**src/rtl/wb_arbiter.sv**
```systemverilog
// Writeback arbiter for the register file write port. ALU results win the write
// slot; LSU results wait in an in-order FIFO, and a starvation limiter stalls the ALU.
module wb_arbiter #(
  parameter int DEPTH        = 4,
  parameter int XLEN         = 32,
  parameter int STARVE_LIMIT = 8
) (
  input  logic                   clk,
  input  logic                   rst,
  input  logic                   alu_valid,
  output logic                   alu_ready,
  input  logic [4:0]             alu_rd,
  input  logic [XLEN-1:0]        alu_data,
  input  logic                   lsu_valid,
  output logic                   lsu_ready,
  input  logic [4:0]             lsu_rd,
  input  logic [XLEN-1:0]        lsu_data,
  output logic                   RegWrite,
  output logic [4:0]             rd,
  output logic [XLEN-1:0]        WriteData,
  output logic [31:0]            lsu_pending_mask,
  output logic [$clog2(DEPTH):0] fifo_count
);

  localparam int AW = $clog2(DEPTH);
  localparam int CW = AW + 1;
  localparam int SW = $clog2(STARVE_LIMIT + 1);
  localparam logic [CW-1:0] FULL_CNT = CW'(DEPTH);
  localparam logic [SW-1:0] STARVE_MAX = SW'(STARVE_LIMIT);

  logic [4:0]      r_q_rd   [DEPTH];
  logic [XLEN-1:0] r_q_data [DEPTH];
  logic [DEPTH-1:0] r_vld;
  logic [AW-1:0]   r_wr_ptr;
  logic [AW-1:0]   r_rd_ptr;
  logic [CW-1:0]   r_count;
  logic [SW-1:0]   r_starve;
  logic            r_wb_we;
  logic [4:0]      r_wb_rd;
  logic [XLEN-1:0] r_wb_data;

  logic            w_alu_win;
  logic            w_pop;
  logic            w_push;
  logic            w_empty;
  logic [31:0]     w_mask;

  assign w_empty   = (r_count == '0);
  assign alu_ready = !rst && (r_starve < STARVE_MAX);
  assign lsu_ready = !rst && (r_count != FULL_CNT);
  assign w_alu_win = alu_valid && alu_ready && (alu_rd != 5'd0);
  assign w_pop     = !rst && !w_alu_win && !w_empty;
  // x0 results are accepted and dropped, never occupying a slot
  assign w_push    = lsu_valid && lsu_ready && (lsu_rd != 5'd0);

  always_ff @(posedge clk) begin
    if (w_push) begin
      r_q_rd[r_wr_ptr]   <= lsu_rd;
      r_q_data[r_wr_ptr] <= lsu_data;
    end
  end

  always_ff @(posedge clk) begin
    if (rst) begin
      r_vld    <= '0;
      r_wr_ptr <= '0;
      r_rd_ptr <= '0;
      r_count  <= '0;
    end else begin
      if (w_pop) begin
        r_vld[r_rd_ptr] <= 1'b0;
        r_rd_ptr        <= r_rd_ptr + AW'(1);
      end
      if (w_push) begin
        r_vld[r_wr_ptr] <= 1'b1;
        r_wr_ptr        <= r_wr_ptr + AW'(1);
      end
      case ({w_push, w_pop})
        2'b10:   r_count <= r_count + CW'(1);
        2'b01:   r_count <= r_count - CW'(1);
        default: r_count <= r_count;
      endcase
    end
  end

  // Counts cycles the head has waited; reaching the limit drops alu_ready
  always_ff @(posedge clk) begin
    if (rst || w_empty || w_pop) begin
      r_starve <= '0;
    end else if (r_starve != STARVE_MAX) begin
      r_starve <= r_starve + SW'(1);
    end
  end

  always_ff @(posedge clk) begin
    if (rst) begin
      r_wb_we   <= 1'b0;
      r_wb_rd   <= '0;
      r_wb_data <= '0;
    end else if (w_alu_win) begin
      r_wb_we   <= 1'b1;
      r_wb_rd   <= alu_rd;
      r_wb_data <= alu_data;
    end else if (w_pop) begin
      r_wb_we   <= 1'b1;
      r_wb_rd   <= r_q_rd[r_rd_ptr];
      r_wb_data <= r_q_data[r_rd_ptr];
    end else begin
      r_wb_we   <= 1'b0;
      r_wb_rd   <= '0;
      r_wb_data <= '0;
    end
  end

  always_comb begin
    w_mask = '0;
    for (int i = 0; i < DEPTH; i++) begin
      if (r_vld[i]) w_mask[r_q_rd[i]] = 1'b1;
    end
  end

  // Gating with rst also suppresses a write registered just before reset
  assign RegWrite         = r_wb_we && !rst;
  assign rd               = rst ? 5'd0 : r_wb_rd;
  assign WriteData        = rst ? '0 : r_wb_data;
  assign lsu_pending_mask = rst ? 32'd0 : w_mask;
  assign fifo_count       = rst ? '0 : r_count;

endmodule

```
**config.mk**
```make
export PLATFORM = sky130hd
export DESIGN_NAME = wb_arbiter
export DESIGN_NICKNAME = d
export VERILOG_FILES = /design/src/rtl/wb_arbiter.sv
export SDC_FILE = /design/constraint.sdc
export NUM_CORES = 1
export LEC_CHECK = 0
export ABC_AREA = 1
export CORE_ASPECT_RATIO = 1.5
export CORE_MARGIN = 2
export CORE_UTILIZATION = 37
export DETAILED_ROUTE_END_ITERATION = 12
export HOLD_SLACK_MARGIN = 0.12
export PLACE_DENSITY = 0.71
export SLEW_MARGIN = 0
export SYNTH_ARGS = -nofsm -noshare
export SYNTH_HDL_FRONTEND = slang
export SYNTH_SLANG_ARGS = --single-unit
export TNS_END_PERCENT = 1
```
**constraint.sdc**
```tcl
create_clock -name clk -period 2.6 [get_ports clk]
set_clock_uncertainty 0.1 [all_clocks]
set_input_delay 0.52 -clock clk [delete_from_list [all_inputs] [get_ports clk]]
set_output_delay 0.52 -clock clk [all_outputs]
set_load 0.005 [all_outputs]
```
==> reports/qor.yml <==
status:
  status: "complete, but fails checks"
  violations: "negative setup slack"
logic_synthesis:
  netlist.area_leader.share: 0.487
  synth_top_area_cell: "edfxtp_1"
  synth_fp_nets: 1071
  syn_area_um2: 9120
  synth_area_leaders: "edfxtp_1 (49%), dfxtp_1 (12%), nor2_1 (7.7%)"
  yosys_warnings: 0
  ys_ff_latch: 203
  synth_seq_area_share: 0.608
  synth_cell_type_count: 29
  syn_area_per_cell_um2: 9.30
  syn_inst: 981
run:
  maxCapViolations: 0
pwr:
  power.total_uw: 7650
  powerDensity_nw_per_um2: 626
  max-vdd-ir-drop_v: 0.000432
  cellLeakagePower_uw: 0.00472
floorplan:
  initial_core_util: 0.375
  chipWidth_um: 132
  num_rows: 70
  die_area_um2: 25900
  core_um2: 24300
  die_y_um: 196
  ios: 153
route:
  drt_wl_total_um: 25400
  post_drt_wl_per_cell_um: 16.8
  drtPass1Iterations: 5
  vias_per_cell: 5.09
  ant_nets: 0
  drcViolationCount: 0
  drt-initial-drc-count: 436
  vias: 7688
layout:
  regArea_um2: 5550
  n_fill_cell: 2299
  syn2layout_area_growth_pct: 34.0
  layout_common_cells: "nor2_1 (186), edfxtp_1 (148), nand2_1 (138)"
  final_common_cell: "nor2_1"
  nNetsFinal: 1261
  final_layout_size_suffix_gt1_frac: 0.123
  multiInputGateArea_um2: 3160
clocking:
  cts_root_buf: "clkbuf_16"
  clock_sinks: 203
  htreeDepth: 1
  numCtsBuffers: 20
  clkLatencyLatePin_ps: 500
  clk_pin_slew_ps: 60
  cts_max_path_buffers: 3
  cts-hold-fix-buffers: 0
  cts_tree: "built"
critical_path:
  crit_path_cell_trace: "buf_6 -> nor3_2 -> a21oi_1 -> a21oi_1 -> clkdlybuf4s50_1"
  crit_top_cell: "a21oi_1"
  worstSetupEndpointType: "output pin"
  worstPathMaxFanout: 5
  required_ps: 1980
  crit_path_start_kind: "flop"
  path_buf_inv: 2
  worstSetupPathType: "reg2out"
  rrSetupSlack_ps: 480
  slowest_stage: "clkdlybuf4s50_1"
  crit_family: "buffers and inverters"
  cp.arrival_ps: 2240
  slowest_delay_ps: 530
sta:
  period_needed_ps: 2860
  holdWs_ps: 242
  setup_viol: 15
  tightest_slew_ps: 761
  hold_viol: 0
  max_freq_mhz: 350
  period_share: 1.10
  maxSlewHeadroom: 0.493
  worst_slack_ps: -257
  maxSlewViolCount: 0
  rsz0062_at_grt: "yes"
grt:
  antenna_found_initial: 2
  gr-usage-all-layers: 0.192
  grt_pass1_vias: 7575
  grt_max_degree: 75
  grt_overflow: 0
  grt_pass1_wl_um: 39600
worst_hold_path:
  hold_path_class: "in2reg"
placement:
  portBuffers: 152
  place_congestion: 0.935
  dp_hpwl_um: 16800
  pre_cts_ws_ps: -207
final cells by class:
cell class,instances,area share
Timing Repair Buffer,211,0.171
Tap cell,324,0.0332
Clock inverter,6,0.00615
Multi-Input combinational cell,640,0.259
Sequential cell,203,0.454
Inverter,95,0.0294
Antenna cell,2,0.000410
Clock buffer,30,0.0473
synth_stat cells:
library cell / n
a21oi_1: 64
nor3_1: 16
nand4_1: 6
a22oi_1: 1
nand2_1: 138
clkbuf_1: 31
buf_2: 1
nor3b_4: 1
o21ai_1: 1
inv_2: 1
o21a_1: 2
nand3b_1: 1
nor2_4: 1
buf_1: 5
xor2_1: 2
o22ai_1: 48
buf_6: 6
inv_1: 93
nand2_4: 1
nand2_2: 1
nor2_1: 186
edfxtp_1: 148
clkinv_1: 1
nand3_1: 74
fa_1: 1
or2_2: 2
o21ai_0: 83
ha_1: 11
dfxtp_1: 55
through the flow:
step | instances | cell area [um^2] | setup TNS, ps | util
5_1_grt | 1511 | 12200 | -4750 | 0.502
2_1_floorplan | 981 | 9120 | 0 | -
3_5_place_dp | 1462 | 11300 | -259 | 0.466
4_1_cts | 1507 | 12200 | -4050 | 0.500
3_3_place_gp | 1462 | 11300 | -214 | 0.466
6_report | 1511 | 12200 | -3010 | 0.502
cells by family (layout without fill, tap and decap cells):
group | Yosys count | in the layout | share of synthesized area
fa+ha+maj | 12 | 12 | 0.0173
simple gates | 427 | 427 | 0.194
flops | 203 | 203 | 0.608
other cells | 0 | 2 | 0
xor+xnor | 2 | 2 | 0.00192
buf+inv | 138 | 342 | 0.0619
compound gates | 199 | 199 | 0.117
worst paths after layout:
check	startpoint	end	depth (start not counted)
worst max-delay path	r_q_rd[3][4]	lsu_pending_mask[15]	5
worst min register to register	r_vld[3]	r_vld[3]	2
worst min-delay path	rst	r_count[2]	2
worst max register to register	r_count[2]	r_count[2]	11
registers in the layout, indices dropped and copies added (netlist names), named ones only:
| signal | count |
|---|---|
| r_q_data | 128 |
| r_wb_data | 32 |
| r_q_rd | 20 |
| r_wb_rd | 5 |
| r_starve | 4 |
| r_vld | 4 |
| r_count | 3 |
| r_rd_ptr | 2 |
| r_wr_ptr | 2 |
| r_wb_we | 1 |
timing repair:
| item | CTS | global route |
|---|---|---|
| setup endpoints to repair | 32 | 32 |
| pin swaps | 2 | 3 |
| buffers inserted | 9 | 2 |
| gates resized for setup | 49 | 25 |
layer usage:
metal	up-vias	share of wire	wire length, um	global-route usage
li1	3725	-	-	-
met1	3665	0.40	10100	0.226
met2	248	0.52	13300	0.352
met3	50	0.050	1260	0.0217
met4	0	0.028	716	0.0812
met5	-	0	0	0
where the power goes:
group          internal, uW  switching [uW]  total (uW)
registers              3640            63.2        3710
clock network          1650            1170        2810
logic                   475             653        1130
total                  5770            1880        7650
Note: power is estimated with default switching activity, not from simulation.
